**src/rtl/snic_mem_read_arbiter.sv**
```systemverilog
// snic_mem_read_arbiter: shares one DDR read channel among NUM_REQ requesters.
// Commands are granted round-robin into a single output register. The winner
// index goes into two in-order route FIFOs. Those FIFOs steer returning data
// beats and status words back to the requester that issued each command.
// Optional macro SNIC_MEM_ARB_PERF_EN adds perf_cmd_cnt / perf_stall_cnt.

// In-order route FIFO holding requester indices.
module snic_mem_read_arbiter_route_fifo #(
  parameter int W     = 1,
  parameter int DEPTH = 16
) (
  input  logic         clk,
  input  logic         rst_n,
  input  logic         push,
  input  logic [W-1:0] din,
  input  logic         pop,
  output logic [W-1:0] head,
  output logic         empty
);
  localparam int AW = $clog2(DEPTH);

  logic [W-1:0] mem [DEPTH];
  logic [AW:0]  wr_ptr, rd_ptr;

  // Pointer update; the extra MSB separates the full state from the empty state.
  always_ff @(posedge clk) begin
    if (!rst_n) begin
      wr_ptr <= '0;
      rd_ptr <= '0;
    end else begin
      if (push) wr_ptr <= wr_ptr + 1'b1;
      if (pop)  rd_ptr <= rd_ptr + 1'b1;
    end
  end

  // Storage write; contents need no reset because the pointers gate them.
  always_ff @(posedge clk) begin
    if (push) mem[wr_ptr[AW-1:0]] <= din;
  end

  assign head  = mem[rd_ptr[AW-1:0]];
  assign empty = (wr_ptr == rd_ptr);
endmodule

module snic_mem_read_arbiter #(
  parameter int NUM_REQ         = 2,
  parameter int ADDR_WIDTH      = 64,
  parameter int LEN_WIDTH       = 32,
  parameter int DATA_WIDTH      = 512,
  parameter int STS_WIDTH       = 8,
  parameter int MAX_OUTSTANDING = 16
) (
  input  logic                            net_clk,
  input  logic                            net_aresetn,
  input  logic [NUM_REQ-1:0]              s_cmd_valid,
  output logic [NUM_REQ-1:0]              s_cmd_ready,
  input  logic [NUM_REQ*ADDR_WIDTH-1:0]   s_cmd_address,
  input  logic [NUM_REQ*LEN_WIDTH-1:0]    s_cmd_length,
  output logic                            m_mem_cmd_valid,
  input  logic                            m_mem_cmd_ready,
  output logic [ADDR_WIDTH-1:0]           m_mem_cmd_address,
  output logic [LEN_WIDTH-1:0]            m_mem_cmd_length,
  input  logic                            s_mem_data_valid,
  output logic                            s_mem_data_ready,
  input  logic [DATA_WIDTH-1:0]           s_mem_data_data,
  input  logic [DATA_WIDTH/8-1:0]         s_mem_data_keep,
  input  logic                            s_mem_data_last,
  output logic [NUM_REQ-1:0]              m_data_valid,
  input  logic [NUM_REQ-1:0]              m_data_ready,
  output logic [DATA_WIDTH-1:0]           m_data_data,
  output logic [DATA_WIDTH/8-1:0]         m_data_keep,
  output logic                            m_data_last,
  input  logic                            s_mem_sts_valid,
  output logic                            s_mem_sts_ready,
  input  logic [STS_WIDTH-1:0]            s_mem_sts_data,
  output logic [NUM_REQ-1:0]              m_sts_valid,
  input  logic [NUM_REQ-1:0]              m_sts_ready,
  output logic [STS_WIDTH-1:0]            m_sts_data,
  output logic [$clog2(MAX_OUTSTANDING):0] outstanding
`ifdef SNIC_MEM_ARB_PERF_EN
  ,
  output logic [31:0]                     perf_cmd_cnt,
  output logic [31:0]                     perf_stall_cnt
`endif
);
  localparam int IDXW = (NUM_REQ > 1) ? $clog2(NUM_REQ) : 1;
  localparam int IW1  = IDXW + 1;
  localparam int OW   = $clog2(MAX_OUTSTANDING) + 1;

  logic [IDXW-1:0] rr_ptr;
  logic [IDXW-1:0] gnt_idx;
  logic [IDXW:0]   scan;
  logic            found, can_load, gnt;
  logic [IDXW-1:0] d_head, s_head;
  logic            d_empty, s_empty;
  logic            d_pop, s_pop;

  // The OREG can take a new command when it is empty or draining and the cap is not reached.
  // Status for a command always follows its data, so data_route never holds more than outstanding.
  assign can_load = (!m_mem_cmd_valid || m_mem_cmd_ready) &&
                    (outstanding < OW'(MAX_OUTSTANDING));

  // Round-robin search: the first valid requester at or after rr_ptr wins.
  always_comb begin
    found   = 1'b0;
    gnt_idx = '0;
    scan    = '0;
    for (int k = 0; k < NUM_REQ; k++) begin
      scan = {1'b0, rr_ptr} + IW1'(k);
      if (scan >= IW1'(NUM_REQ)) scan = scan - IW1'(NUM_REQ);
      if (!found && s_cmd_valid[scan[IDXW-1:0]]) begin
        found   = 1'b1;
        gnt_idx = scan[IDXW-1:0];
      end
    end
  end

  assign gnt = found && can_load;

  for (genvar i = 0; i < NUM_REQ; i++) begin : g_rdy
    assign s_cmd_ready[i] = gnt && (gnt_idx == IDXW'(i));
  end

  // Command register slot and round-robin pointer.
  always_ff @(posedge net_clk) begin
    if (!net_aresetn) begin
      m_mem_cmd_valid   <= 1'b0;
      m_mem_cmd_address <= '0;
      m_mem_cmd_length  <= '0;
      rr_ptr            <= '0;
    end else if (gnt) begin
      m_mem_cmd_valid   <= 1'b1;
      m_mem_cmd_address <= s_cmd_address[gnt_idx*ADDR_WIDTH +: ADDR_WIDTH];
      m_mem_cmd_length  <= s_cmd_length[gnt_idx*LEN_WIDTH +: LEN_WIDTH];
      rr_ptr            <= (gnt_idx == IDXW'(NUM_REQ-1)) ? '0 : gnt_idx + 1'b1;
    end else if (m_mem_cmd_ready) begin
      m_mem_cmd_valid   <= 1'b0;
    end
  end

  // In-flight count: plus one per grant, minus one per status pop.
  always_ff @(posedge net_clk) begin
    if (!net_aresetn) begin
      outstanding <= '0;
    end else begin
      case ({gnt, s_pop})
        2'b10:   outstanding <= outstanding + 1'b1;
        2'b01:   outstanding <= outstanding - 1'b1;
        default: outstanding <= outstanding;
      endcase
    end
  end

  snic_mem_read_arbiter_route_fifo #(.W(IDXW), .DEPTH(MAX_OUTSTANDING)) u_data_route (
    .clk(net_clk), .rst_n(net_aresetn), .push(gnt), .din(gnt_idx),
    .pop(d_pop), .head(d_head), .empty(d_empty)
  );

  snic_mem_read_arbiter_route_fifo #(.W(IDXW), .DEPTH(MAX_OUTSTANDING)) u_sts_route (
    .clk(net_clk), .rst_n(net_aresetn), .push(gnt), .din(gnt_idx),
    .pop(s_pop), .head(s_head), .empty(s_empty)
  );

  // Data steering to the data_route head; with no route entry the channel stalls.
  always_comb begin
    m_data_valid     = '0;
    s_mem_data_ready = 1'b0;
    if (!d_empty) begin
      m_data_valid[d_head] = s_mem_data_valid;
      s_mem_data_ready     = m_data_ready[d_head];
    end
  end

  // Status steering to the sts_route head.
  always_comb begin
    m_sts_valid     = '0;
    s_mem_sts_ready = 1'b0;
    if (!s_empty) begin
      m_sts_valid[s_head] = s_mem_sts_valid;
      s_mem_sts_ready     = m_sts_ready[s_head];
    end
  end

  assign d_pop       = s_mem_data_valid && s_mem_data_ready && s_mem_data_last;
  assign s_pop       = s_mem_sts_valid && s_mem_sts_ready;
  assign m_data_data = s_mem_data_data;
  assign m_data_keep = s_mem_data_keep;
  assign m_data_last = s_mem_data_last;
  assign m_sts_data  = s_mem_sts_data;

`ifdef SNIC_MEM_ARB_PERF_EN
  // Counts command handshakes and the cycles where requests wait without a grant.
  always_ff @(posedge net_clk) begin
    if (!net_aresetn) begin
      perf_cmd_cnt   <= '0;
      perf_stall_cnt <= '0;
    end else begin
      if (m_mem_cmd_valid && m_mem_cmd_ready) perf_cmd_cnt <= perf_cmd_cnt + 1'b1;
      if ((|s_cmd_valid) && !gnt)             perf_stall_cnt <= perf_stall_cnt + 1'b1;
    end
  end
`endif
endmodule

```
**config.mk**
```make
export PLATFORM = sky130hd
export DESIGN_NAME = snic_mem_read_arbiter
export DESIGN_NICKNAME = d
export VERILOG_FILES = /design/src/rtl/snic_mem_read_arbiter.sv
export SDC_FILE = /design/constraint.sdc
export NUM_CORES = 1
export LEC_CHECK = 0
export CAP_MARGIN = 40
export CORE_AREA = 2 2 574 576
export DETAILED_ROUTE_END_ITERATION = 8
export DIE_AREA = 0 0 576 578
export HOLD_SLACK_MARGIN = 0.02
export SKIP_CTS_REPAIR_TIMING = 1
export SLEW_MARGIN = 20
export SYNTH_ARGS = -nofsm -noshare
export SYNTH_HDL_FRONTEND = slang
export SYNTH_SLANG_ARGS = --single-unit
```
**constraint.sdc**
```tcl
create_clock -name net_clk -period 4.6 [get_ports net_clk]
set_input_delay 0.69 -clock net_clk [delete_from_list [all_inputs] [get_ports net_clk]]
set_output_delay 0.69 -clock net_clk [all_outputs]
set_load 0.02 [all_outputs]
```
==> tab_implementation.tex <==
\begin{tabular}{lr}
\hline
Metric & Value \\
\hline
\multicolumn{2}{l}{\textbf{Routing}} \\
Violation count after the first detailed-route iteration & 426 \\
Total DRC errors in the routed layout & 0 \\
Pre-Repair DR Iteration Count & 4 \\
Post-detailed-routing wire length & 203.1 mm \\
Count of nets left with antenna violations after detail routing & 0 \\
Post-DR vias/cell & about 1.6 \\
Drt wl/cell & 37.63 microns \\
Via count & 8435 \\
\multicolumn{2}{l}{\textbf{STA}} \\
Final worst-path cycle share & 89.32\% \\
Count of final max-slew check failures & 0 \\
Time the worst path needs with I/O delays and setup & roughly 4.1 ns \\
Endpoints failing hold & 0 \\
Highest achievable clock rate & 0.2434 GHz \\
Post-Route Skew & 0.03130 ns \\
Unrepaired setup endpoints after global routing & no \\
Worst Hold Margin & between 0.4 and 0.5 ns \\
Total negative setup slack & 0 ns \\
Transition time at the pin with the least slew margin & 0.9652 ns \\
Setup violators final & 0 \\
Worst-case headroom to the max-slew limit & 35.66\% \\
\multicolumn{2}{l}{\textbf{Synth}} \\
Synthesized cell area & 11790 sq um \\
Number of warnings issued by yosys & 0 \\
Top cell type's share of synthesized area & 37.31\% \\
Flops \& latches, synth & $\sim$160 \\
Share of async-settable or async-resettable flops after synthesis & 0\% \\
Post-synth EDFFs & 32 \\
Synth top area cells & sky130\_fd\_sc\_hd\_\_buf\_4 (37\%), sky130\_fd\_sc\_hd\_\_dfxtp\_1 (22\%), sky130\_fd\_sc\_hd\_\_mux2i\_1 (8.6\%) \\
Sequential share of the synthesized area & roughly 30\% \\
Distinct cells, synth & 50 \\
Most used flip-flop cell after synthesis & sky130\_fd\_sc\_hd\_\_dfxtp\_1 \\
Post-synthesis cell type with the largest combined area & sky130\_fd\_sc\_hd\_\_buf\_4 \\
Average footprint of a synthesized cell & 8.966 sq um \\
Syn\_nets & 2116 \\
Number of instances in the synthesized netlist & 1315 \\
\multicolumn{2}{l}{\textbf{Worst hold path}} \\
Worst Hold Path EP & u\_data\_route.rd\_ptr[4] \\
Start point of the worst hold path & u\_data\_route.rd\_ptr[4] \\
HP Class & reg -> reg \\
Hold Path Depth & 2 \\
\multicolumn{2}{l}{\textbf{Run}} \\
Max-Cap Viols & 0 \\
\multicolumn{2}{l}{\textbf{Placement}} \\
Final GP Congestion & 0.8230 \\
Estimated wirelength of the detail-placed design & approximately 190 mm \\
Number of instances in the placed design & 5346 \\
Port buffer count & 314 \\
\multicolumn{2}{l}{\textbf{Pwr}} \\
Net switching fraction of the power & 32.10\% \\
Tot Pwr & 4.678 mW \\
Net switching power & 1.502 mW \\
Internal power & between 3 and 4 mW \\
Combinational power share & 25.1\% \\
Reg power frac & 35.6\% \\
Highest ir drop seen on vdd & roughly 0.25 mV \\
Power density of the placed cells & 279.1 nW/um\^{}2 \\
Clk network pwr share & 39.3\% \\
Standby leakage power & 4.369 nW \\
\multicolumn{2}{l}{\textbf{Finish}} \\
Net count of the finished layout & 1828 \\
Share of the core filled with cells & 5.136\% \\
Non-filler instance count after layout & $\sim$5400 \\
Proportion of layout cells with a drive suffix above 1 & under 10\% \\
Layout Area Growth over Synthesis & 42.17\% \\
\multicolumn{2}{l}{\textbf{Clock tree}} \\
Maximum count of clock buffers along a single path & 3 \\
Later-pin clock latency in the skew report & 0.55 ns \\
CTS tree & yes \\
Clk slew on worst S/H paths & 0.06 ns \\
Clock Root Buffer & sky130\_fd\_sc\_hd\_\_clkbuf\_16 \\
CTS Sinks & 163 \\
Number of H-tree branching levels & 4 \\
Number of clock buffers inserted by TritonCTS & 25 \\
\multicolumn{2}{l}{\textbf{Floorplanning}} \\
Floorplan Core Area & around 330000 sq um \\
Starting density of the core & 3.613\% \\
Floorplan die area & 332900 sq um \\
Height of the chip & 578 microns \\
Io pins & $\sim$1500 \\
Horiz. Die Dim & between 500 and 600 microns \\
Standard-cell rows & 210 \\
\multicolumn{2}{l}{\textbf{Global routing}} \\
Vias in the first global route & 8246 \\
Largest net degree at the start of global routing & 140 \\
Congestion Overflow GR & 0 \\
Overall track demand over capacity in global routing & a little under an eighth \\
Number of antenna violations at the first check in global routing & 27 \\
Global-route wire length before repair & around 220 mm \\
\multicolumn{2}{l}{\textbf{Setup path}} \\
Signal arrival time at the worst endpoint & roughly 4.5 ns \\
Endpoint of the worst register-to-register path & outstanding[4] \\
Worst endpoint required time & 5.01 ns \\
Crit Path Category & reg -> reg \\
Startpoint class of the critical path & flop \\
Kind of end point of the critical path & flop \\
Cell type with the highest occurrence count on the critical path & sky130\_fd\_sc\_hd\_\_ha\_1 \\
Worst r2r path cells & 12 \\
Crit path max-delay cell type & sky130\_fd\_sc\_hd\_\_or3\_1 \\
Setup slack on the worst flop-to-flop path & 0.49 ns \\
Cell breakdown of the critical path & mux4\_2 -> a22o\_1 -> or3\_1 -> a21oi\_4 -> ha\_1 -> xor2\_1 -> ha\_1 -> a31oi\_1 -> o21ai\_0 -> nand2b\_1 -> mux2\_1 -> o311a\_1 \\
Crit path max fanout & 12 \\
Delay of the slowest cell on the worst path & 0.54 ns \\
\multicolumn{2}{l}{\textbf{Run status}} \\
Run status & complete, no violations \\
\hline
\end{tabular}
==> state kept, by name, summed over array words and instances (netlist names), named ones only <==
| name | flops |
|---|---|
| m_mem_cmd_address | 64 |
| u_data_route.rd_ptr | 5 |
| u_data_route.wr_ptr | 5 |
| rr_ptr | 1 |
| m_mem_cmd_valid | 1 |
| u_sts_route.rd_ptr | 5 |
| u_sts_route.mem | 16 |
| u_sts_route.wr_ptr | 5 |
| m_mem_cmd_length | 32 |
| outstanding | 5 |
| u_data_route.mem | 16 |
==> routing by layer <==
| metal | vias up | global-route usage, % | share of wire [%] |
|---|---|---|---|
| met2 | 1646 | 16.37 | 39 |
| met4 | 24 | 4.119 | 4.2 |
| met3 | 261 | 23.93 | 43 |
| met5 | - | 2.609 | 0.58 |
| li1 | 3236 | - | - |
| met1 | 3268 | 4.222 | 13 |
==> metrics by stage <==
step	worst slack (ns)	cell area [sq um]
final	0.4915	16760
after global routing	0.1703	16730
after CTS	0.2898	16720
after detailed placement	0.4730	16010
after global placement	0.4332	15920
after floorplan	0.8617	11790
==> area by class of cell <==
class	instances	area, sq um
diodes	18	45.04
inverters	11	43.79
clock buffers	29	660.6
fillers	38650	309600
repair buffers	327	3362
flip-flops and latches	163	3583
well taps	4346	5438
clock inverters	4	47.55
multi-input cells	499	3582
==> synth_stat cells (2+ instances only) <==
cell type,instances
sky130_fd_sc_hd__a21oi_1,8
sky130_fd_sc_hd__xor2_1,7
sky130_fd_sc_hd__and2_1,3
sky130_fd_sc_hd__a31oi_1,2
sky130_fd_sc_hd__a22o_1,2
sky130_fd_sc_hd__nor3_1,9
sky130_fd_sc_hd__nor2_1,148
sky130_fd_sc_hd__buf_1,9
sky130_fd_sc_hd__dfxtp_1,131
sky130_fd_sc_hd__inv_1,9
sky130_fd_sc_hd__a211oi_1,99
sky130_fd_sc_hd__edfxtp_1,32
sky130_fd_sc_hd__nand3_1,4
sky130_fd_sc_hd__nand4b_1,2
sky130_fd_sc_hd__inv_2,2
sky130_fd_sc_hd__mux2i_1,101
sky130_fd_sc_hd__a2111oi_2,2
sky130_fd_sc_hd__xnor2_1,17
sky130_fd_sc_hd__nand4_1,5
sky130_fd_sc_hd__clkbuf_1,47
sky130_fd_sc_hd__nand2_1,26
sky130_fd_sc_hd__buf_4,586
sky130_fd_sc_hd__o21ai_1,3
sky130_fd_sc_hd__nand2b_1,11
sky130_fd_sc_hd__mux4_2,9
sky130_fd_sc_hd__nor2b_1,5
sky130_fd_sc_hd__ha_1,13
==> layout by cell type, fill, tap and decap left out, types with 4 or more instances in the layout <==
cell	n
sky130_fd_sc_hd__a211oi_1	99
sky130_fd_sc_hd__a21oi_1	7
sky130_fd_sc_hd__buf_12	5
sky130_fd_sc_hd__buf_4	6
sky130_fd_sc_hd__clkbuf_16	25
sky130_fd_sc_hd__clkdlybuf4s50_1	312
sky130_fd_sc_hd__dfxtp_1	131
sky130_fd_sc_hd__diode_2	18
sky130_fd_sc_hd__edfxtp_1	32
sky130_fd_sc_hd__ha_1	13
sky130_fd_sc_hd__inv_1	9
sky130_fd_sc_hd__mux2i_1	101
sky130_fd_sc_hd__mux4_2	9
sky130_fd_sc_hd__nand2_1	26
sky130_fd_sc_hd__nand2b_1	11
sky130_fd_sc_hd__nand3_1	4
sky130_fd_sc_hd__nand4_1	5
sky130_fd_sc_hd__nor2_1	148
sky130_fd_sc_hd__nor2b_1	4
sky130_fd_sc_hd__nor3_1	9
sky130_fd_sc_hd__xnor2_1	17
sky130_fd_sc_hd__xor2_1	7
==> how the worst max path moves through the flow <==
| stage | end | slack [ns] | start | cells past startpoint |
|---|---|---|---|---|
| 4_1_cts | s_mem_sts_ready | 0.29 | flop | 5 |
| 2_1_floorplan | outstanding[4] | 0.86 | flop | 14 |
| 6_report | outstanding[4] | 0.49 | flop | 12 |
| 3_3_place_gp | outstanding[4] | 0.43 | flop | 12 |
| 5_1_grt | outstanding[4] | 0.17 | flop | 12 |
| 3_5_place_dp | outstanding[4] | 0.47 | flop | 12 |
==> power by group through the flow <==
stage                     clock network, mW  logic, mW  registers [mW]
after global routing                   1.97       1.27            1.68
final                                  1.84       1.17            1.67
after floorplan                           0       1.15            1.79
after CTS                              1.95       1.21            1.67
after global placement                    0       1.19            1.69
after detailed placement                  0       1.20            1.69
==> cell families (layout without fill, tap and decap cells) <==
| family | Yosys count | in the layout | synth area share, % |
|---|---|---|---|
| AO/OA/AOI/OAI | 129 | 129 | 8.479 |
| XOR/XNOR | 24 | 24 | 1.783 |
| adder cells (fa/ha/maj) | 13 | 13 | 1.380 |
| buffers and inverters | 653 | 371 | 39.45 |
| flip-flops | 163 | 163 | 30.39 |
| multiplexers | 111 | 111 | 10.39 |
| other | 0 | 18 | 0 |
| AND/OR/NAND/NOR | 222 | 222 | 8.129 |
==> worst max-delay path: cells and delay by family (launching register included) <==
kind	cells	cell delay, ns
simple gates	2	0.72
compound gates	5	1.16
xor+xnor	1	0.12
mux	2	0.81
flops	1	0.47
fa+ha+maj	2	0.72
(Power assumes the default switching activity.)
==> RTL change 1: new RTL, same settings <==
Change the parameter `NUM_REQ` from 2 to 1.
--- a/src/rtl/snic_mem_read_arbiter.sv
+++ b/src/rtl/snic_mem_read_arbiter.sv
@@ -45,3 +45,3 @@
 module snic_mem_read_arbiter #(
-  parameter int NUM_REQ         = 2,
+  parameter int NUM_REQ         = 1,
   parameter int ADDR_WIDTH      = 64,
Ports: changed (8 resized); port bits go from 1483 to 1381. No check against the original RTL was run, so the function may have changed too.
==> RTL change 1 against the original RTL <==
Largest power group unchanged; highest routed layer unchanged; routed wire length rose by 12%; setup slack gained 930 ps; count of clock-buffer cells in the layout increased by 1; synthesized area decreased by 20%; sequential cell count is 41 lower; total power down 25%; critical path type is now reg -> out; design area down 21%; critical endpoint is now s_mem_data_ready.
==> RTL change 1: results <==
final_layout:
  nets: 1483
  nFillCells: 38900
  comb.multi_input.count: 412
  clkbuf_count: 30
  clkCellAreaFrac: 0.0518
  diodes: 4
  n_all_inverters: 5
  seq_cells: 122
synth:
  netlist_top_cells_count: "buf_4, nand2_1, dfxtp_1"
  synth.area.top_cells: "buf_4, dfxtp_1, nand2_1, a21boi_1, and2_1"
  ys_seq_area_frac: 0.260
detailed_routing:
  drt_iter0_drc: 317
  wl_um: 228000
power:
  switching_share: 0.317
  leakagePower_nw: 3.17
  max-vdd-ir-drop_mv: 0.215
timing:
  skew_ps: 32.4
run_status:
  status: "complete, no violations"
placed_design:
  hpwl_um: 217000
  io_buffers: 212
  place_area_um2: 12400
global_route:
  grt_pass1_wl_um: 244000
  grt_pass1_vias: 6299
  antenna_found_initial: 30
  grt_usage: 0.133
setup_path:
  path_class: "reg -> out"
  critPathArrivalTime_ps: 2490
-- RTL change 1: metal layers --
metal	up-vias	share of wire	track usage
met4	30	0.071	0.0787
li1	2276	-	-
met1	2276	0.074	0.0271
met3	297	0.45	0.283
met2	1571	0.40	0.190
met5	-	0.0012	0.00326
-- RTL change 1: final timing paths --
kind	startpoint	end	slack (ps)	cells past startpoint
worst max register to register	u_sts_route.rd_ptr[0]$_SDFFE_PN0P_	outstanding[4]$_SDFFE_PN0P_	1990	11
worst max-delay path	u_data_route.rd_ptr[0]$_SDFFE_PN0P_	s_mem_data_ready	1420	5
worst min-delay path	m_mem_cmd_address[17]$_SDFFE_PN0P_	m_mem_cmd_address[17]$_SDFFE_PN0P_	450	2
worst min register to register	m_mem_cmd_address[17]$_SDFFE_PN0P_	m_mem_cmd_address[17]$_SDFFE_PN0P_	450	2
-- RTL change 1: worst max-delay path: stages (launching register included) --
cell and delay (ps):
dfxtp_1 360, xor2_1 180, nor3_1 180, nand3_1 180
and2_1 220, clkdlybuf4s50_1 820
-- RTL change 1: cells by family after synthesis --
kind of cell / Yosys count / synth area share
buffers and inverters: 627 / 0.491
and+or+nand+nor: 262 / 0.119
DFF: 122 / 0.260
AOI/OAI and AO/OA: 110 / 0.0873
xor gates and xnor gates: 24 / 0.0224
adders and majority gates: 9 / 0.0128
muxes: 7 / 0.00747
-- RTL change 1: per-stage QoR --
step	setup slack [ps]	hold slack, ps
floorplan	1770	457
global placement	1260	439
detailed placement	1270	445
CTS	1230	452
global route	1180	472
finish	1420	449
-- RTL change 1: power by group through the flow --
stage	sequential, mW	combinational [mW]	clock [mW]
after global placement	1.18	0.630	0
after CTS	1.16	0.636	1.90
after global routing	1.17	0.678	1.92
after floorplan	1.25	0.940	0
after detailed placement	1.19	0.633	0
final	1.16	0.617	1.74
==> RTL change 2: new RTL, config.mk and constraints unchanged <==
Without the edit above. The option `SNIC_MEM_ARB_PERF_EN` is turned on by a define.
--- a/src/rtl/snic_mem_read_arbiter.sv
+++ b/src/rtl/snic_mem_read_arbiter.sv
@@ -7,2 +7,4 @@
 // In-order route FIFO holding requester indices.
+`define SNIC_MEM_ARB_PERF_EN
+
 module snic_mem_read_arbiter_route_fifo #(
New outputs: perf_cmd_cnt and perf_stall_cnt. Function: not settled (the Yosys comparison gave no result); the edit may change what the design does.
==> RTL change 2 against the original RTL <==
Total power rose by 28%; synthesized area rose by 19%; via count up 28%; clock skew increased by 12 ps; setup slack got worse by 37 ps; sequential power increased by 34%; final cell count grew 6.3%; sequential cell count increased by 64; design area up 19%; routed wire length up 3.5%; critical endpoint is now s_mem_data_ready; largest power group unchanged.
==> RTL change 2: results <==
global_route:
  antenna_found_initial: 26
  grt_max_degree: 104
  grt_usage: 0.121
  grt_pass1_vias: 10500
detailed_routing:
  firstDrtPassIters: 8
  wl_um: 210000
  viasPerCell: 1.88
clocking:
  numCtsBuffers: 30
  cts_max_level: 1
  clk_latency_ps: 700
hold_path:
  holdPathEnd: "perf_stall_cnt[1]$_SDFFE_PN0P_"
  hold_start: "perf_stall_cnt[1]$_SDFFE_PN0P_"
placed_design:
  dpl.cell_count: 5666
  globalplace.congestion: 0.854
  io_buffers: 378
  place_area_um2: 18900
  dp_slack_ps: 513
run_status:
  status: "complete, no violations"
timing:
  skew_ps: 42.8
  timing.final.ws_setup_ps: 455
  holdWs_ps: 500
final_layout:
  nFillCells: 38500
  comb.multi_input.count: 665
  clkbuf_count: 40
  fin_area_um2: 19900
  seq_share: 0.244
  multi_input_area_share: 0.221
  nets: 2156
  diodes: 12
  drive_gt1_frac: 0.0748
  non_clock_buffer_count: 402
  clkCellAreaFrac: 0.0505
  bufAreaShareNonClock: 0.204
  n_all_inverters: 27
power:
  max-vdd-ir-drop_mv: 0.314
  internal_power_mw: 4.03
synth:
  yosys_register_bits: 227
  avgSynthCellArea_um2: 8.92
  synth-xor-area-share: 0.0479
  synth_compound_area_frac: 0.0963
  synth_cell_types: 59
  ys_seq_area_frac: 0.346
  synthAdderAreaFrac: 0.0133
  synth.cell_area_um2: 14100
  syn-num-nets: 2380
  synth.area.top_cells: "buf_4, dfxtp_1, a222oi_1, edfxtp_1, nor2_1"
setup_path:
  r2r_cells: 13
  path_class: "reg -> out"
  cpLargestDelayFamily: "multiplexers"
  crit_path_end: "s_mem_data_ready"
  critPathSlowestCell: "clkdlybuf4s50_1"
  r2r_setup_slack_ps: 700
==> RTL change 2: cell count changes after synthesis, sizes merged, moves of 16 or more <==
| cell | change |
|---|---|
| dfxtp | +64 |
| nor4 | +18 |
| mux2i | -88 |
| a21oi | +16 |
| xor2 | +17 |
| nand2 | +28 |
| nor2 | +59 |
| a222oi | +96 |
| xnor2 | +36 |
| nor3 | +16 |
| a211oi | -97 |
==> RTL change 2: metal layers <==
metal / routed length (µm) / track usage / part of all wire / vias up
li1: - / - / - / 4389
met1: 40900 / 0.0674 / 0.19 / 4570
met2: 82900 / 0.169 / 0.39 / 1541
met3: 74600 / 0.201 / 0.35 / 285
met4: 11300 / 0.0530 / 0.054 / 22
met5: 678 / 0.0174 / 0.0032 / -
==> RTL change 2: power by group through the flow <==
stage               Sequential [mW]  Clock [mW]  Combinational (mW)
floorplan                      2.35           0                1.17
global placement               2.27           0                1.34
detailed placement             2.27           0                1.35
CTS                            2.23        2.58                1.36
global route                   2.25        2.61                1.41
finish                         2.23        2.46                1.32
